===== src/rtl/diff_core_pkg.sv =====
// Shared PE-core types and constants: PE state codes, weight-slot select,
// FIFO depth, and the per-PE sequencer configuration record.
package diff_core_pkg;

    localparam int unsigned FIFO_DEPTH   = 4;
    localparam int unsigned PE_SEQ_ROW_W = 10;
    localparam int unsigned PASSES_3x3   = 1;
    localparam int unsigned PASSES_5x5   = 4;

    typedef enum logic [2:0] {
        IDLE  = 3'd0,
        ONE   = 3'd1,
        TWO   = 3'd2,
        THREE = 3'd3,
        FOUR  = 3'd4,
        FIVE  = 3'd5,
        SIX   = 3'd6
    } PE_state_t;

    typedef enum logic [2:0] {
        A_MODE = 3'd0,
        B_MODE = 3'd1,
        C_MODE = 3'd2,
        D_MODE = 3'd3,
        E_MODE = 3'd4
    } PE_weight_mode_t;

    typedef struct packed {
        logic                    kernel_mode;
        logic                    bit_mode;
        logic [PE_SEQ_ROW_W-1:0] out_rows;
    } pe_seq_cfg_t;

    function automatic logic is_pass_state(input PE_state_t s);
        return (s == TWO) || (s == THREE) || (s == FOUR) || (s == FIVE);
    endfunction

    // Pass index counts from TWO; the last pass depends on the kernel size.
    function automatic logic is_last_pass(input PE_state_t s, input logic kernel_mode);
        logic [2:0] idx;
        logic       last;
        idx = 3'(s) - 3'(TWO);
        if (kernel_mode) begin
            last = (idx == 3'(PASSES_5x5 - 1));
        end else begin
            last = (idx == 3'(PASSES_3x3 - 1));
        end
        return last;
    endfunction

    function automatic PE_weight_mode_t pass_wt_mode(input PE_state_t s, input logic kernel_mode);
        PE_weight_mode_t m;
        case (s)
            TWO:     m = kernel_mode ? A_MODE : E_MODE;
            THREE:   m = B_MODE;
            FOUR:    m = C_MODE;
            FIVE:    m = D_MODE;
            default: m = A_MODE;
        endcase
        return m;
    endfunction

    function automatic PE_state_t next_pass_state(input PE_state_t s);
        PE_state_t n;
        case (s)
            TWO:     n = THREE;
            THREE:   n = FOUR;
            FOUR:    n = FIVE;
            default: n = SIX;
        endcase
        return n;
    endfunction

endpackage


===== src/rtl/pe_psum_credit.sv =====
// Credit counter for the PE psum output FIFO: one credit per free FIFO slot.
// A pop with all credits already returned is a consumer error and is dropped.
module pe_psum_credit
    import diff_core_pkg::*;
#(
    parameter int unsigned CREDITS = FIFO_DEPTH,
    localparam int unsigned CNT_W  = $clog2(CREDITS + 1)
) (
    input  logic             clk,
    input  logic             rst_n,
    input  logic             push,
    input  logic             pop,
    output logic [CNT_W-1:0] credits,
    output logic             has_credit
);

    localparam logic [CNT_W-1:0] MAX_CREDITS = CNT_W'(CREDITS);

    logic [CNT_W-1:0] credits_q;
    logic [CNT_W-1:0] credits_d;

    always_comb begin
        credits_d = credits_q;
        case ({push, pop})
            2'b10: if (credits_q != '0) credits_d = credits_q - 1'b1;
            2'b01: if (credits_q != MAX_CREDITS) credits_d = credits_q + 1'b1;
            default: credits_d = credits_q;
        endcase
    end

    always_ff @(posedge clk) begin
        if (!rst_n) begin
            credits_q <= MAX_CREDITS;
        end else begin
            credits_q <= credits_d;
        end
    end

    assign credits    = credits_q;
    assign has_credit = (credits_q != '0);

endmodule


===== src/rtl/pe_seq_ctrl.sv =====
// Per-PE sequencer: walks one PE through the weight passes of each output row
// and gates psum pushes on FIFO credits. PE_SEQ_PERF_CNT_EN adds stall_cycles.
module pe_seq_ctrl
    import diff_core_pkg::*;
#(
    parameter int unsigned ROW_W   = PE_SEQ_ROW_W,
    parameter int unsigned CREDITS = FIFO_DEPTH
) (
    input  logic             clk,
    input  logic             rst_n,
    input  logic             start,
    input  logic             kernel_mode,
    input  logic             bit_mode,
    input  logic [ROW_W-1:0] out_rows,
    output logic             busy,
    output logic             done,
    output PE_state_t        state,
    output PE_weight_mode_t  wt_mode,
    input  logic             fm_valid,
    output logic             fm_ready,
    output logic             mac_en,
    output logic             psum_clr,
    output logic             psum_valid,
    input  logic             psum_pop
`ifdef PE_SEQ_PERF_CNT_EN
    ,
    output logic [31:0]      stall_cycles
`endif
);

    localparam int unsigned CNT_W = $clog2(CREDITS + 1);

    pe_seq_cfg_t      cfg_q;
    logic [ROW_W-1:0] row_q;
    logic             beat_q;
    logic [ROW_W-1:0] rows_cfg;
    logic             last_beat;
    logic             last_row;
    logic [CNT_W-1:0] credits;
    logic             has_credit;

    assign rows_cfg  = ROW_W'(cfg_q.out_rows);
    // 4-bit mode splits each pass into two feature-map beats.
    assign last_beat = !cfg_q.bit_mode || beat_q;
    assign last_row  = (row_q == rows_cfg - 1'b1);

    assign busy       = (state != IDLE);
    assign fm_ready   = is_pass_state(state);
    assign mac_en     = fm_valid & fm_ready;
    assign psum_valid = (state == SIX) & has_credit;

    pe_psum_credit #(
        .CREDITS (CREDITS)
    ) u_credit (
        .clk        (clk),
        .rst_n      (rst_n),
        .push       (psum_valid),
        .pop        (psum_pop),
        .credits    (credits),
        .has_credit (has_credit)
    );

    always_ff @(posedge clk) begin
        if (!rst_n) begin
            state    <= IDLE;
            wt_mode  <= A_MODE;
            done     <= 1'b0;
            psum_clr <= 1'b0;
            cfg_q    <= '0;
            row_q    <= '0;
            beat_q   <= 1'b0;
        end else begin
            done     <= 1'b0;
            psum_clr <= 1'b0;
            case (state)
                IDLE: begin
                    if (start) begin
                        cfg_q.kernel_mode <= kernel_mode;
                        cfg_q.bit_mode    <= bit_mode;
                        cfg_q.out_rows    <= PE_SEQ_ROW_W'(out_rows);
                        row_q             <= '0;
                        beat_q            <= 1'b0;
                        state             <= ONE;
                    end
                end
                ONE: begin
                    if (rows_cfg == '0) begin
                        state <= IDLE;
                        done  <= 1'b1;
                    end else begin
                        state    <= TWO;
                        psum_clr <= 1'b1;
                        wt_mode  <= pass_wt_mode(TWO, cfg_q.kernel_mode);
                    end
                end
                TWO, THREE, FOUR, FIVE: begin
                    if (mac_en) begin
                        if (last_beat) begin
                            beat_q <= 1'b0;
                            if (is_last_pass(state, cfg_q.kernel_mode)) begin
                                state <= SIX;
                            end else begin
                                state   <= next_pass_state(state);
                                wt_mode <= pass_wt_mode(next_pass_state(state),
                                                        cfg_q.kernel_mode);
                            end
                        end else begin
                            beat_q <= 1'b1;
                        end
                    end
                end
                SIX: begin
                    // Without a credit the row result waits here for a pop.
                    if (psum_valid) begin
                        if (last_row) begin
                            state <= IDLE;
                            done  <= 1'b1;
                        end else begin
                            row_q    <= row_q + 1'b1;
                            state    <= TWO;
                            psum_clr <= 1'b1;
                            wt_mode  <= pass_wt_mode(TWO, cfg_q.kernel_mode);
                        end
                    end
                end
                default: state <= IDLE;
            endcase
        end
    end

`ifdef PE_SEQ_PERF_CNT_EN
    logic stall_now;

    assign stall_now = (fm_ready & ~fm_valid) | ((state == SIX) & ~has_credit);

    always_ff @(posedge clk) begin
        if (!rst_n) begin
            stall_cycles <= '0;
        end else if ((state == IDLE) && start) begin
            stall_cycles <= '0;
        end else if (stall_now && (stall_cycles != '1)) begin
            stall_cycles <= stall_cycles + 1'b1;
        end
    end
`endif

endmodule

===== config.mk =====
export PLATFORM = sky130hd
export DESIGN_NAME = pe_seq_ctrl
export DESIGN_NICKNAME = d
export VERILOG_FILES = /design/src/rtl/diff_core_pkg.sv /design/src/rtl/pe_psum_credit.sv /design/src/rtl/pe_seq_ctrl.sv
export SDC_FILE = /design/constraint.sdc
export NUM_CORES = 1
export LEC_CHECK = 0
export CORE_ASPECT_RATIO = 1.2
export CORE_UTILIZATION = 35
export CTS_CLUSTER_SIZE = 28
export DETAILED_ROUTE_END_ITERATION = 12
export DONT_BUFFER_PORTS = 1
export GPL_ROUTABILITY_DRIVEN = 0
export SETUP_SLACK_MARGIN = 0.02
export SYNTH_ARGS = -nofsm -noshare
export SYNTH_HDL_FRONTEND = slang
export SYNTH_HIERARCHICAL = 1
export SYNTH_SLANG_ARGS = --single-unit

===== constraint.sdc =====
create_clock -name clk -period 3.3 [get_ports clk]
set_input_delay 0.66 -clock clk [delete_from_list [all_inputs] [get_ports clk]]
set_output_delay 0.66 -clock clk [all_outputs]
set_load 0.02 [all_outputs]

# Word level (Yosys, flattened, before mapping)
# Cells that the tools add are included.
dict set report word_totals {
  register_bits 34
  wordCells 109
  inputBits 17
  output_inout_bits 12
}
dict set report classes {
  addsub 5
  eq_ne 24
  n_bitwise 2
  reduce_logical 21
  n_mux 47
}
# operator n
set ops {}
lappend ops {{3-bit two-way mux} 19}
lappend ops {{10-bit two-way mux} 3}
lappend ops {{3-bit case mux with 4 select lines} 2}
lappend ops {{10-bit case mux with 2 select lines} 1}
lappend ops {{3-bit case mux with 3 select lines} 2}
lappend ops {{3-bit by 2-bit equality test with 1-bit output, second input constant} 5}
lappend ops {{3-bit equality test, second input constant} 5}
lappend ops {{1-bit two-way mux} 14}
lappend ops {{2-bit inequality test, second input constant} 7}
lappend ops {{10-bit by 1-bit adder with 10-bit output, second input constant} 1}
lappend ops {{10-bit equality test} 1}
lappend ops {{10-bit zero test} 1}
lappend ops {{10-bit by 1-bit subtractor with 10-bit output, second input constant} 1}
lappend ops {{3-bit nonzero test} 3}
lappend ops {{4-bit AND reduction} 2}
lappend ops {{7-bit AND reduction} 1}
lappend ops {{3-bit zero test} 2}
lappend ops {{1-bit case mux with 2 select lines} 3}
lappend ops {{3-bit case mux with 2 select lines} 1}
lappend ops {{3-bit AND reduction} 2}
lappend ops {{2-bit nonzero test} 3}
lappend ops {{1-bit logical OR} 4}
lappend ops {{2-bit two-way mux} 2}
lappend ops {{2-bit by 1-bit inequality test with 1-bit output, second input constant} 2}
lappend ops {{other kinds (11)} 12}

# Longest topological paths before layout
dict set report logic_depth {
  word_depth 19
  ltp_mapped 11
  depth_no_buf 10
}

# Hierarchy
# The synthesis kept the hierarchy.
# module cells_each n_inst seq_area_each_um2 area_each_um2
set modules_own_cells {}
lappend modules_own_cells {pe_seq_ctrl 254 1 620.6 1973.1}
lappend modules_own_cells {pe_psum_credit 22 1 60.1 224.0}

# Worst setup path after synthesis
# Ideal clock, no wire load.
dict set report synth_path {
  path_type {register -> register}
  start {reg state[1]}
  end {reg u_credit.credits_q[2], in the netlist u_credit/credits[2]}
  period_less_slack_ns 2.948
  t_required_ns 3.179
  setup_time_ns 0.121
  stages_incl_launch_ff 10
  path_buffers 1
  arrival_time_ns 2.826
  slack_ns 0.352
  cell_sequence {dfxtp_1 -> clkbuf_1 -> inv_2 -> nor4_2 -> nor2b_1 -> xnor2_1 -> ha_1 -> nor4b_2 -> a32o_2 -> o21ai_2}
}
dict set report synth_between {
  elab_chain_cells 5
  elab_cells_between_ends 9
  classes_between {eq/ne: 5; mux: 1; bitwise: 1; reduce/logical: 2}
}
# element line
set synth_rtl {}
lappend synth_rtl {{from (decl)} pe_seq_ctrl.sv:17} ;# output PE_state_t state,
lappend synth_rtl {{from (signal assigned)} pe_seq_ctrl.sv:103} ;# state <= next_pass_state(state);
lappend synth_rtl {{3-bit equality test (*)} pe_seq_ctrl.sv:50} ;# assign psum_valid = (state == SIX) & has_credit;
lappend synth_rtl {{1-bit AND (*)} pe_seq_ctrl.sv:50}
lappend synth_rtl {{net psum_valid} pe_seq_ctrl.sv:23} ;# output logic psum_valid,
lappend synth_rtl {{2-bit by 1-bit equality test with 1-bit output / 2-bit equality test (equally long branches)} pe_psum_credit.sv:24} ;# case ({push, pop})
lappend synth_rtl {{2-bit by 1-bit inequality test with 1-bit output (no line) (tied with other cells)} n/a}
lappend synth_rtl {{3-bit AND reduction (no line)} n/a}
lappend synth_rtl {{to (signal assigned)} pe_psum_credit.sv:35} ;# credits_q <= credits_d;
lappend synth_rtl {{to (decl)} pe_psum_credit.sv:19} ;# logic [CNT_W-1:0] credits_q;
# The timed path passes the listed nets; every way through them passes the cells marked *.
# A chain may end at the register's enable or synchronous reset.

# Worst setup path in the final report
dict set report layout_path {
  start {reg cfg_q, in the netlist rows_cfg[0]}
  end {reg row_q[0]}
}
dict set report layout_between {
  elab_chain_cells 4
}
# element line
set layout_rtl {}
lappend layout_rtl {{from (decl)} pe_seq_ctrl.sv:33} ;# pe_seq_cfg_t cfg_q;
lappend layout_rtl {{10-bit by 1-bit subtractor with 10-bit output} pe_seq_ctrl.sv:45} ;# assign last_row = (row_q == rows_cfg - 1'b1);
lappend layout_rtl {{10-bit equality test} pe_seq_ctrl.sv:45}
lappend layout_rtl {{2-bit inequality test (no line)} n/a}
lappend layout_rtl {{4-bit AND reduction (no line)} n/a}
lappend layout_rtl {{to (signal assigned)} pe_seq_ctrl.sv:119} ;# row_q <= row_q + 1'b1;
lappend layout_rtl {{to (decl)} pe_seq_ctrl.sv:34} ;# logic [ROW_W-1:0] row_q;
# No other way between the ends.

==> results.py <==
metrics = {
    "floorplan": {
        "num_rows": 31,
        "die_h_um": 88.8,
        "ios": 29,
        "die_w_um": 74.3,
        "fp.dieArea_mm2": 0.00660,
        "core_mm2": 0.00605,
        "initial_utilization": 0.363,
    },
    "logic_synthesis": {
        "synthFlopType": "dfxtp_1",
        "synth_cells": 276,
        "synth_nets": 299,
        "mappedNetlistArea_mm2": 0.00220,
        "ys_types": 56,
        "synth_seq_cells": 34,
        "async_flop_share": 0,
        "ys_seq_area_frac": 0.310,
        "ys_warn_count": 6,
        "syn_area_per_cell_um2": 7.96,
        "synth_edf_count": 0,
    },
    "clocking": {
        "cts_setup_buffers": 0,
        "clk_latency_ps": 280,
        "cts_resized": 0,
        "clock_path_buffers": 2,
        "clk_pin_slew_ps": 70,
        "htree_levels": 2,
        "tritoncts": "yes",
        "holdBufCountCts": 0,
        "cts_sinks": 34,
        "numCtsBuffers": 5,
        "cts_root_buf": "clkbuf_8",
    },
    "setup_path": {
        "cp-start-kind": "flip-flop",
        "r2r_start": "rows_cfg[0]",
        "r2r_slack_ps": 500,
        "slowest_delay_ps": 520,
        "endpoint": "row_q[0]",
        "worstPathMaxFanout": 15,
        "r2r-end": "row_q[0]",
        "crit_path_start": "rows_cfg[0]",
        "arrival_ps": 3030,
        "end_kind": "flip-flop",
        "rr_worst_depth": 9,
        "criticalPathCategory": "reg2reg",
        "worstPathRequired_ps": 3530,
        "critPathSlowestCell": "nor4b_1",
        "crit_chain": "inv_1, ha_1, nor4b_1, xnor2_1, nor4_2, o2111ai_4, o21ai_2, and3_1, o21a_1",
    },
    "final_layout": {
        "nFillCells": 639,
        "final_common_cell": "nand2_1",
        "syn2layout_area_growth_pct": 8.77,
        "final_cell_mix": "nand2_1, dfxtp_1, a21oi_1",
        "design_area_mm2": 0.00239,
        "drive_gt1_frac": 0.0939,
        "diodes": 0,
        "nNetsFinal": 299,
    },
    "timing": {
        "fin_crit_sh": 0.849,
        "rsz0062_at_grt": "false",
        "worst_pin_slew_ps": 768,
        "hold_viol": 0,
        "finalClockSkew_ps": 5.96,
        "fmax_mhz": 357,
        "slew_violations": 0,
        "setup_violations": 0,
        "fin_ws_ps": 499,
        "maxSlewHeadroom": 0.488,
        "finalSetupTns_ps": 0,
        "min_period_ps": 2800,
    },
    "global_route": {
        "grt_pass1_vias": 1769,
        "antenna_found_initial": 0,
        "gr-total-overflow": 0,
        "grt_use_total": 0.158,
        "grt_start_max_net_pins": 31,
        "grt_pass1_wl_um": 7990,
    },
    "drt": {
        "routed_wl_um": 4900,
        "drt_iter0_drc": 48,
        "wire_per_inst_um": 13.7,
        "dr.pass1.iters": 4,
        "drc": 0,
        "ant_nets": 0,
        "dr_total_vias": 1937,
        "vias_per_cell": 5.40,
    },
    "power": {
        "ir_drop_uv": 213,
        "leakagePower_nw": 0.844,
        "power.density_mw_per_mm2": 657,
    },
    "min_path": {
        "hold_path.class": "in2reg",
    },
    "job": {
        "maxCapViolCount": 0,
    },
    "placed_design": {
        "place_area_mm2": 0.00228,
        "place_hpwl_um": 3640,
        "numPortBuffers": 0,
        "place_ws_ps": 557,
    },
    "run_status": {
        "status": "finished clean",
    },
}
## worst min path at each step
stage,from,to,slack [ps],cells after the start
6_report,rst_n,u_credit/credits[2],450,1
5_1_grt,rst_n,u_credit/credits[2],430,1
4_1_cts,rst_n,u_credit/credits[2],430,1
3_5_place_dp,cfg_q[10],cfg_q[10],460,2
3_3_place_gp,cfg_q[10],cfg_q[10],460,2
2_1_floorplan,cfg_q[10],cfg_q[10],440,2
## flip-flops by register name, summed over array words and instances, names as in the netlist
| name | count |
|---|---|
| wt_mode | 3 |
| u_credit/credits | 3 |
| psum_clr | 1 |
| state | 3 |
| row_q | 10 |
| cfg_q | 2 |
| done | 1 |
| beat_q | 1 |
| rows_cfg | 10 |
## report_power, final
part           internal, mW  leakage, nW  switching [mW]
Combinational         0.255        0.510           0.380
Clock                 0.211       0.0575           0.148
Sequential            0.460        0.276           0.117
Total                 0.925        0.844           0.645
## routing by layer
layer | vias up | part of all wire | global-route usage
met1 | 901 | 0.46 | 0.199
li1 | 988 | - | -
met5 | - | 0 | 0
met3 | 7 | 0.037 | 0.0399
met4 | 0 | 0.016 | 0.0652
met2 | 41 | 0.48 | 0.258
## cells by family (layout without fill, tap and decap cells)
kind of cell,Yosys count,after routing,synth area share
simple gates,114,114,0.276
compound gates,78,78,0.255
flops,34,34,0.310
buf+inv,27,28,0.0518
xor+xnor,15,15,0.0632
fa+ha+maj,6,6,0.0342
mux,2,2,0.00968
## synthesized netlist by cell type (6+ instances only)
library cell / instances / area share
a21boi_0: 13 / 0.044
a21oi_1: 15 / 0.034
and2_1: 6 / 0.017
clkbuf_1: 9 / 0.015
dfxtp_1: 34 / 0.31
ha_1: 6 / 0.034
inv_1: 12 / 0.020
nand2_1: 42 / 0.072
nand3_1: 6 / 0.014
nor2_1: 11 / 0.019
nor3_1: 11 / 0.025
o21a_1: 7 / 0.024
o21ai_0: 10 / 0.023
xnor2_1: 13 / 0.052
## metrics by stage
step	utilization	hold WS [ps]	total power [mW]	cells
after floorplan	-	439	1.09	276
after global placement	0.377	458	1.22	351
after detailed placement	0.377	462	1.22	351
after CTS	0.395	430	1.58	359
after global routing	0.395	433	1.69	359
final	0.395	446	1.57	359
## worst max-delay path: cells and delay by family (launching register included)
family	cells	cell delay, ps
buffers and inverters	1	80
XOR/XNOR	1	170
flip-flops	1	360
adder cells (fa/ha/maj)	1	250
AND/OR/NAND/NOR	3	1050
AO/OA/AOI/OAI	3	840
## cell type report
cell class,instances,area [um2],area share
clock buffers,8,110,0.0461
inverters,15,56.3,0.0236
multi-input cells,215,1400,0.587
flip-flops and latches,34,681,0.285
well taps,82,103,0.0429
repair buffers,5,37.5,0.0157
Power figures use the tool's default switching activity.
